<file path="config.mk">
export PLATFORM = sky130hd
export DESIGN_NAME = div_seq_datapath_flat
export DESIGN_NICKNAME = d
export VERILOG_FILES = /design/src/rtl/div_seq_datapath_if.sv /design/src/rtl/div_seq_datapath.sv /design/src/flat_wrapper.sv
export SDC_FILE = /design/constraint.sdc
export NUM_CORES = 1
export LEC_CHECK = 0
export ABC_AREA = 1
export ABC_CLOCK_PERIOD_IN_PS = 1950
export CAP_MARGIN = 0
export CORE_AREA = 5 5 97 99
export CTS_BUF_LIST = sky130_fd_sc_hd__clkbuf_4
export CTS_CLUSTER_DIAMETER = 120
export DETAILED_ROUTE_END_ITERATION = 6
export DIE_AREA = 0 0 102 104
export DONT_BUFFER_PORTS = 1
export HOLD_SLACK_MARGIN = 0.1
export PLACE_DENSITY = 0.77
export SYNTH_ARGS = -nofsm -noshare
export SYNTH_HDL_FRONTEND = slang
export SYNTH_SLANG_ARGS = --single-unit
</file>
<file path="constraint.sdc">
create_clock -name clk -period 1.95 [get_ports clk]
set_input_delay 0.2925 -clock clk [delete_from_list [all_inputs] [get_ports clk]]
set_output_delay 0.2925 -clock clk [all_outputs]
set_load 0.01 [all_outputs]
</file>
<file path="src/rtl/div_seq_datapath_if.sv">
// Start/done handshake bundle for the sequential divider.
// The master drives the operands and start; the slave returns status and results.
interface div_seq_datapath_if #(
   parameter int W = 16
);
   logic         start;
   logic [W-1:0] dividend;
   logic [W-1:0] divisor;
   logic         busy;
   logic         done;
   logic [W-1:0] quotient;
   logic [W-1:0] remainder;
   logic         div_by_zero;

   modport master (
      output start, dividend, divisor,
      input  busy, done, quotient, remainder, div_by_zero
   );

   modport slave (
      input  start, dividend, divisor,
      output busy, done, quotient, remainder, div_by_zero
   );
endinterface

</file>
<file path="src/rtl/div_seq_datapath.sv">
// Unsigned divider by repeated subtraction: one compare/subtract decision per cycle,
// with registered results held until the next accepted division completes.
module div_seq_datapath #(
   parameter int W = 16
) (
   input  logic               clk,
   input  logic               rst_n,
   div_seq_datapath_if.slave  bus
);

   typedef enum logic [1:0] {
      IDLE = 2'd0,
      SUB  = 2'd1,
      DONE = 2'd2
   } state_t;

   state_t       state_reg;
   logic [W-1:0] r_reg;
   logic [W-1:0] d_reg;
   logic [W-1:0] q_reg;
   logic [W-1:0] quot_reg;
   logic [W-1:0] rem_reg;
   logic         done_reg;
   logic         dbz_reg;

   always_ff @(posedge clk or negedge rst_n) begin
      if (!rst_n) begin
         state_reg <= IDLE;
         r_reg     <= '0;
         d_reg     <= '0;
         q_reg     <= '0;
         quot_reg  <= '0;
         rem_reg   <= '0;
         done_reg  <= 1'b0;
         dbz_reg   <= 1'b0;
      end else begin
         done_reg <= 1'b0;
         case (state_reg)
            IDLE: begin
               if (bus.start) begin
                  r_reg     <= bus.dividend;
                  d_reg     <= bus.divisor;
                  q_reg     <= '0;
                  state_reg <= SUB;
               end
            end
            SUB: begin
               if (d_reg == '0) begin
                  // Zero divisor: report the dividend untouched as the remainder.
                  quot_reg  <= '0;
                  rem_reg   <= r_reg;
                  dbz_reg   <= 1'b1;
                  done_reg  <= 1'b1;
                  state_reg <= DONE;
               end else if (r_reg >= d_reg) begin
                  r_reg <= r_reg - d_reg;
                  q_reg <= q_reg + W'(1);
               end else begin
                  quot_reg  <= q_reg;
                  rem_reg   <= r_reg;
                  dbz_reg   <= 1'b0;
                  done_reg  <= 1'b1;
                  state_reg <= DONE;
               end
            end
            DONE: begin
               state_reg <= IDLE;
            end
            default: begin
               state_reg <= IDLE;
            end
         endcase
      end
   end

   assign bus.busy        = (state_reg != IDLE);
   assign bus.done        = done_reg;
   assign bus.quotient    = quot_reg;
   assign bus.remainder   = rem_reg;
   assign bus.div_by_zero = dbz_reg;

endmodule

</file>
<file path="src/flat_wrapper.sv">
// flat-port wrapper written by rule: the top's interface ports become plain ports
module div_seq_datapath_flat 
#(
   parameter int W = 16
)
  (clk, rst_n, bus_start, bus_dividend, bus_divisor, bus_busy, bus_done, bus_quotient, bus_remainder, bus_div_by_zero);
  div_seq_datapath_if #(.W(W)) bus_i ();
  input  logic clk;
  input  logic rst_n;
  input wire logic [$bits(bus_i.start)-1:0] bus_start;
  input wire logic [$bits(bus_i.dividend)-1:0] bus_dividend;
  input wire logic [$bits(bus_i.divisor)-1:0] bus_divisor;
  output wire logic [$bits(bus_i.busy)-1:0] bus_busy;
  output wire logic [$bits(bus_i.done)-1:0] bus_done;
  output wire logic [$bits(bus_i.quotient)-1:0] bus_quotient;
  output wire logic [$bits(bus_i.remainder)-1:0] bus_remainder;
  output wire logic [$bits(bus_i.div_by_zero)-1:0] bus_div_by_zero;
  assign bus_i.start = bus_start;
  assign bus_i.dividend = bus_dividend;
  assign bus_i.divisor = bus_divisor;
  assign bus_busy = bus_i.busy;
  assign bus_done = bus_i.done;
  assign bus_quotient = bus_i.quotient;
  assign bus_remainder = bus_i.remainder;
  assign bus_div_by_zero = bus_i.div_by_zero;
  div_seq_datapath #(.W(W)) u_core (.clk(clk), .rst_n(rst_n), .bus(bus_i));
endmodule
</file>
==> results.txt, run 1 <==
Setup repair after global routing could not meet its margin everywhere. The startpoint-to-endpoint class of the critical path is flip-flop to flip-flop. In the final design database the tool counted 764 nets. For this design, the slowest cell found on the critical path is dfrtp_1. The tools report the first-pass GRT wire length as 20.0 mm. For the placed instance count, the log shows 768. The run gives 3 as the number of levels in the clock H-tree. Counting every instance in the synthesized netlist gives 645. The logs give 39 for the number of distinct standard cells referenced by the synthesized netlist and -0.165 ns for the setup slack of the critical path after layout. For the initial cell density of the core, the log shows 0.576. TritonCTS built the clock tree. Across the run, the number of max-cap violations was 0. STA puts the critical path data required time at 2.29 ns. The logs give -0.481 ns for the tightest hold margin and 34 for the total number of placement rows.

Counting flops and latches in the post-synthesis netlist gives 84. The count of nets left with antenna violations once routing finished came out at 0. Timing would allow up to 473 MHz.

Ranked by total cell area, the synthesized netlist is headed by dfrtp_1 (43%), nand2_1 (17%), nand3_1 (7.7%). The tools report the tightest slew margin relative to the limit as 0.661. The tools report the met1 routed wirelength after detailed routing as 5.53 mm. The final reports fail on negative hold slack, negative setup slack. The top-area cell type share of the netlist area was 0.431; the time the worst path needs with I/O delays and setup was 2.11 ns. After synthesis, the mean cell area works out to 7.56 um^2. The number of antenna violations at the first check in global routing is 0. In the detailed route, the total length drawn on met3 is 1.02 mm. The post-placement setup slack was -0.150 ns. Entering global routing, the biggest net connects 85 pins. IR analysis of the VDD net gives a maximum drop of 0.000993 V. The congestion estimate from routability-driven global placement came to 0.935.

Total power for the finished layout comes to 9.96 mW. Number of warnings issued by yosys: 0. The endpoint type of the worst setup path was a flip-flop.

For this design the ratio of total power to cell area is 1620 nW/um^2. The tools report the starting DRC count in detailed routing as 244. The clock transition at the registers of the reported paths was 0.16 ns; the netlist area before placement was 4870 um^2.

The number of buffer and inverter instances along the worst setup path works out to 4. Dividing the detail-routed via count by the number of cells gives 5.52. The clock latency reported for the late side of the worst-skew pair is 0.45 ns, and the final routed DRC violation total is 0. Data arrives at the worst endpoint at 2.45 ns.

After detailed routing, the average wire length per cell comes to 16.0 um. The post-route clock period utilization works out to 1.08. During placement, the flow inserted port buffers numbering 0.

The tools report the critical path launch point type as a flip-flop. Actual transition at the worst max-transition pin: 0.508 ns. In the detailed route, the total length drawn on met2 is 6.32 mm. For this design, the CTS-stage hold fixing added 31 buffers.

The die height was 104 um. When the netlist entered floorplanning its net count stood at 698. The fraction of power consumed by the clock network was 0.109. The critical path goes through inv_2, ha_4, inv_2, fa_2, nand2_2, nand2_2, nand3_2, nand3_2, nand2_2, nand3_4, buf_12, buf_8, nand3_2, nand2_1.

Of all nets on the critical path, the largest fanout is 6. The number of sinks on the clock net was 84. Switching power share of the total: 0.472. The area growth from synthesis to layout is 26.2%.

The number of global-route vias before repair was 4153. For this design the static power due to leakage is 3.16 nW. The fraction of power consumed by combinational cells was 0.617. In this design, the largest share of critical-path delay is due to simple AND/OR/NAND/NOR gates. Part of the total power dissipated in sequential elements: 0.273. The cell-internal power came out at 5.26 mW. Number of placed I/O pins: 70. For this block, the via count after detailed routing is 4549. The run gives 8470 um^2 as the core area.

The area of placed instances was 5210 um^2; the final clock skew was 0.0229 ns. Once detailed placement completed, the half-perimeter wirelength came to 8.83 mm. The full die area was 10600 um^2. The final number of hold-violating endpoints came out at 84. The final routed wirelength across all metal layers came out at 13.2 mm. Leaving out fill and tap cells, the most frequent cell in the layout is nand2_1. The share of layout cells above drive strength 1 was 0.244.

Class of the worst hold path: primary input to async pin. Routed signal wires occupy layers up through met4. After global routing the overflow that remains totals 0. The global router's overall resource usage is 0.237. The analysis attributes to net switching a power of 4.70 mW.

The number of antenna diodes in the final layout is 0. The die extent in x was 102 um; the number of buffers on the longest clock path was 2. The run gives 0 as the number of slew-limit violations in the final report. The tree is rooted in a clkbuf_4. With fillers left out, the area of the finished cells amounts to 6150 um^2. In the layout the commonest cells are nand2_1 (203), dfrtp_1 (84), inv_1 (60). The flow ran to the end, but the final reports show violations. The first TritonRoute pass finished after 5 iterations. For this run, the number of standard cells in the final layout without fillers is 824. Library cell with the largest summed area after synthesis: dfrtp_1. The total CTS buffers was 9. For this run, the slowest stage of the critical path takes 0.42 ns. The tools report the number of failing setup endpoints in the final timing report as 65.

Sequential share of the synthesized area: 0.431.
Yosys cell counts:
library cell  count
a21boi_0          1
a21o_1            1
a21oi_1          31
a21oi_2           1
a31oi_1           1
and2_1            1
buf_1             2
buf_2             4
buf_4             3
buf_6             5
clkbuf_1          9
dfrtp_1          84
fa_1              1
ha_1             17
inv_1            62
inv_2             6
mux2_2            1
mux2i_1           2
nand2_1         226
nand2_2           4
nand2_4           1
nand3_1          75
nand3_2           3
nand3_4           2
nand3b_1          5
nand4_1           4
nor2_1           41
nor2_2            4
nor2_4            1
nor3_1            4
nor3_2            1
o211ai_1          2
o21ai_0           7
o21ai_1           2
o21ai_2          21
o22ai_1           3
or2_1             1
or2_2             3
xor2_1            3
metal layers:
layer | global-route usage | vias up
met5 | 0 | -
met2 | 0.354 | 180
met1 | 0.340 | 2121
met4 | 0.0881 | 0
met3 | 0.0436 | 30
li1 | - | 2218
area by class of cell:
type	instances	area, um^2
Multi-Input combinational cell	470	2670
Clock inverter	7	87.6
Timing Repair Buffer	78	835
Fill cell	621	2310
Tap cell	108	135
Sequential cell	84	2100
Inverter	68	255
Clock buffer	9	67.6
power by group through the flow:
stage / logic (mW) / registers, mW / clock network, mW
CTS: 5.27 / 2.67 / 1.09
global placement: 4.96 / 2.68 / 0
floorplan: 3.69 / 2.60 / 0
detailed placement: 5.13 / 2.71 / 0
global route: 6.76 / 2.77 / 1.18
finish: 6.15 / 2.72 / 1.09
stage by stage:
step / utilization / TNS [ns]
finish: 0.727 / -6.61
CTS: 0.673 / -5.26
global placement: 0.615 / -1.90
global route: 0.727 / -14.36
detailed placement: 0.615 / -5.61
floorplan: - / 0
cells by family after synthesis:
kind of cell,synth area share
DFF,0.431
buffers and inverters,0.0811
AOI/OAI and AO/OA,0.0919
and+or+nand+nor,0.336
adders and majority gates,0.0477
xor gates and xnor gates,0.00539
muxes,0.00642
final timing paths:
kind                                 start                       to  slack (ns)  depth (start not counted)
max                        u_core.r_reg[0]  u_core.bus.quotient[14]       -0.16                         14
min                                  rst_n  u_core.bus.quotient[12]       -0.48                          0
max reg2reg                u_core.r_reg[0]  u_core.bus.quotient[14]       -0.16                         14
min reg2reg                u_core.d_reg[2]          u_core.d_reg[2]        0.54                          2
max in group asynchronous            rst_n          u_core.d_reg[8]        2.28                          0
min in group clk           bus_dividend[0]          u_core.r_reg[0]        0.13                          2
what timing repair did:
action | in CTS | in global routing
pin swaps | 0 | 30
setup buffers | 0 | 3
endpoints found under the setup margin | 66 | 68
cloned | 0 | 6
resized for setup | 8 | 70
hold endpoints to repair | 115 | 84
Power figures use the tool's default switching activity.
==> inputs of run 2 (changes only) <==
--- a/config.mk
+++ b/config.mk
@@ -8,11 +8,11 @@
 export ABC_AREA = 1
 export ABC_CLOCK_PERIOD_IN_PS = 1950
 export CAP_MARGIN = 0
-export CORE_AREA = 5 5 97 99
+export CORE_AREA = 5 5 83 115
 export CTS_BUF_LIST = sky130_fd_sc_hd__clkbuf_4
 export CTS_CLUSTER_DIAMETER = 120
 export DETAILED_ROUTE_END_ITERATION = 6
-export DIE_AREA = 0 0 102 104
+export DIE_AREA = 0 0 88 120
 export DONT_BUFFER_PORTS = 1
 export HOLD_SLACK_MARGIN = 0.1
 export PLACE_DENSITY = 0.77
==> results.txt, run 2 (synthesized netlist as in run 1, its figures left out) <==
For the met1 routed wirelength after detailed routing, the log shows 4.85 mm (-12%). The final net count came out at 764 (unchanged). The actual transition at the worst max-transition pin was 0.648 ns (+0.140 ns). The startpoint identified for the worst register-to-register timing path is u_core.r_reg[0]. The tightest hold margin was -0.480 ns (+0.000595 ns); the residual antenna-violating net count after detailed routing was 0 (unchanged).

The post-placement setup slack is -0.127 ns (+0.0229 ns). The run gives 3.07 nW (-3.0%) as the static leakage. The run gives 0.576 (about the same) as the initial cell density of the core. The final routed wirelength across all metal layers is 13.3 mm (+0.69%). TritonCTS built the clock tree. The end-of-flow core utilization was 0.690 (-0.0365). The tools report the pin count of the biggest net entering global routing as 85 (unchanged). The worst setup path is captured at a flip-flop.

In this run the critical register-to-register path is captured at u_core.r_reg[2]. The tightest slew margin relative to the limit was 0.568 (-0.0934). The logs give 3 (unchanged) for the number of levels in the clock H-tree and 0 (unchanged) for the count of maximum capacitance violations.

For the endpoint required time on the critical path, the log shows 2.32 ns (+0.03 ns). The cell with the biggest individual delay on the critical path is dfrtp_1. The final clock skew was 0.0170 ns (-0.00584 ns); the antenna diode count was 0 (unchanged).

The maximum VDD drop is 0.000895 V (-9.8%). The final reports fail on negative hold slack, negative setup slack. For the core area, the log shows 8460 um^2 (about the same). Class of the worst hold path: primary input to async pin. The number of buffer and inverter instances along the worst setup path is 3 (-1), and the post-route clock period utilization is 1.05 (-0.0340).

The critical path's largest stage delay came out at 0.41 ns (about the same). The tools report the critical path launch point type as a flip-flop. For the count of fill cells added during filler insertion, the log shows 689 (+11%).

The startpoint-to-endpoint class of the critical path was flip-flop to flip-flop. The commonest non-fill, non-tap cell in the layout is nand2_1. The run gives 40 (+18%) as the total number of placement rows. The starting DRC count in detailed routing was 232 (-4.9%). The clock transition at the registers of the reported paths is 0.14 ns (-0.02 ns), and the die extent in x is 88 um (-14%). Signal routing reaches up to met4.

Clock tree synthesis selected as its root buffer the cell clkbuf_4. Sum of met3 wire segment lengths after detailed routing: 719 um (-30%). The number of slew-limit violations in the final report is 0 (unchanged). The run gives 820 (-0.49%) as the post-route non-filler standard cell count.

The number of buffers on the longest clock path came out at 2 (unchanged). The signal on the critical path passes through inv_2, ha_4, inv_2, fa_2, nand2_1, nand2_2, nand3_2, nand3_2, nand2_2, nand3_4, nand3_4, buf_12, nand2_1, o21ai_2. The die height was 120 um (+15%). The tools report the number of failing setup endpoints in the final timing report as 63 (-3.1%). Setup repair after global routing could not meet its margin everywhere. For the total CTS buffers, the log shows 9 (unchanged).

The highest clock rate was 488 MHz (+3.2%); the internal reg-to-reg setup slack was -0.1 ns (+0.07 ns). The worst-case reg-to-reg path depth was 14 (unchanged); the total iterations of the first detailed-routing run was 4 (-1). The number of placed I/O pins was 70 (unchanged). The setup slack of the critical path after layout was -0.0983 ns (+0.0663 ns). The average wire length per cell after detail routing came out at 16.2 um (+1.2%).

The area added between synthesis and finish works out to 19.8%. The tools report the wire length on met2 as 7.25 mm (+15%). The global route total overflow is 0 (unchanged). The time the worst path needs with I/O delays and setup works out to 2.05 ns (-0.0663 ns).

The power density over cell area is 1600 nW/um^2 (-0.85%). On the critical path the largest part of the delay comes from simple AND/OR/NAND/NOR gates. The sequential cell area in the final layout was 2100 um^2 (unchanged); the per-cell via count in the routed design was 5.47 (-0.88%).

The clock latency reported for the late side of the worst-skew pair was 0.45 ns (about the same); the final number of hold-violating endpoints was 84 (unchanged). The number of global-route vias before repair came out at 4394 (+5.8%). The number of sinks on the clock net was 84 (unchanged).

The logs give 0.955 (+2.1%) for the routability congestion estimate from global placement and 31 (unchanged) for the cts-stage hold buffer count. The global router's overall resource usage came out at 0.253 (+0.0163). The run gives 2.41 ns (-0.04 ns) as the data arrival time of the critical path.

The via total after detailed routing was 4487 (-1.4%); the multi-input logic area was 2500 um^2 (-6.3%). The number of buffers added on ports came out at 0 (unchanged). Full die area: 10600 um^2 (-0.45%).

The share of layout cells above drive strength 1 was 0.201 (-0.0430). The number of antenna violations at the first check in global routing was 0 (unchanged). Final routed DRC violation total: 0 (unchanged).

The placed instance count is 771 (+0.39%), and the top fanout value on the critical path is 15 (+9). The logs give 9.53 mm (+7.9%) for the placed wire-length estimate after detailed placement and 20.7 mm (+3.6%) for the first-pass GRT wire length. The run finished, with violations left. In the layout the commonest cells are nand2_1 (203), dfrtp_1 (84), nand3_1 (73).
[run 2: changes by cell type in the layout (fill, tap and decap cells not counted), sizes merged]
cell / before / now
clkbuf: 13 / 11
buf: 43 / 46
inv: 69 / 68
bufinv: 1 / 0
[run 2: worst max path at each step]
stage / slack [ns] / cells past startpoint / to / from
after global routing: -0.23 / 14 / u_core.r_reg[7] / u_core.r_reg[0]
after global placement: -0.06 / 14 / u_core.r_reg[14] / u_core.r_reg[0]
after floorplan: 0.02 / 13 / u_core.q_reg[3] / u_core.r_reg[0]
after CTS: -0.05 / 14 / u_core.q_reg[13] / u_core.r_reg[0]
after detailed placement: -0.13 / 14 / u_core.r_reg[11] / u_core.r_reg[0]
final: -0.1 / 14 / u_core.r_reg[2] / u_core.r_reg[0]
[run 2: repair_timing]
item	4_1_cts	5_1_grt
setup endpoints to repair	66	67
pin swaps	1	7
endpoints found under the hold margin	115	84
gates cloned	0	2
gates resized for setup	18	23
buffers inserted	0	1
[run 2: report_power, final]
part | total (mW) | leakage (nW) | internal, mW | switching (mW)
sequential | 2.73 | 1.08 | 2.25 | 0.472
clock | 0.870 | 0.0580 | 0.263 | 0.607
combinational | 5.77 | 1.93 | 2.36 | 3.41
[run 2: routing by layer]
layer / global-route usage / up-vias
li1: - / 2194
met2: 0.460 / 130
met5: 0 / -
met3: 0.0467 / 39
met1: 0.281 / 2124
met4: 0.105 / 0
[run 2: layout make-up]
| type | count | area share |
|---|---|---|
| clock buffers | 10 | 0.0129 |
| well taps | 105 | 0.0225 |
| repair buffers | 78 | 0.127 |
| inverters | 68 | 0.0437 |
| clock inverters | 5 | 0.00514 |
| multi-input cells | 470 | 0.429 |
| flip-flops and latches | 84 | 0.360 |
[run 2: stage by stage]
step | cell area, um^2 | power, mW | setup TNS, ns
2_1_floorplan | 4880 | 6.29 | 0
3_3_place_gp | 5250 | 7.79 | -1.59
3_5_place_dp | 5250 | 7.98 | -4.00
4_1_cts | 5730 | 9.06 | -0.777
5_1_grt | 5840 | 10.1 | -12.15
6_report | 5840 | 9.37 | -3.50
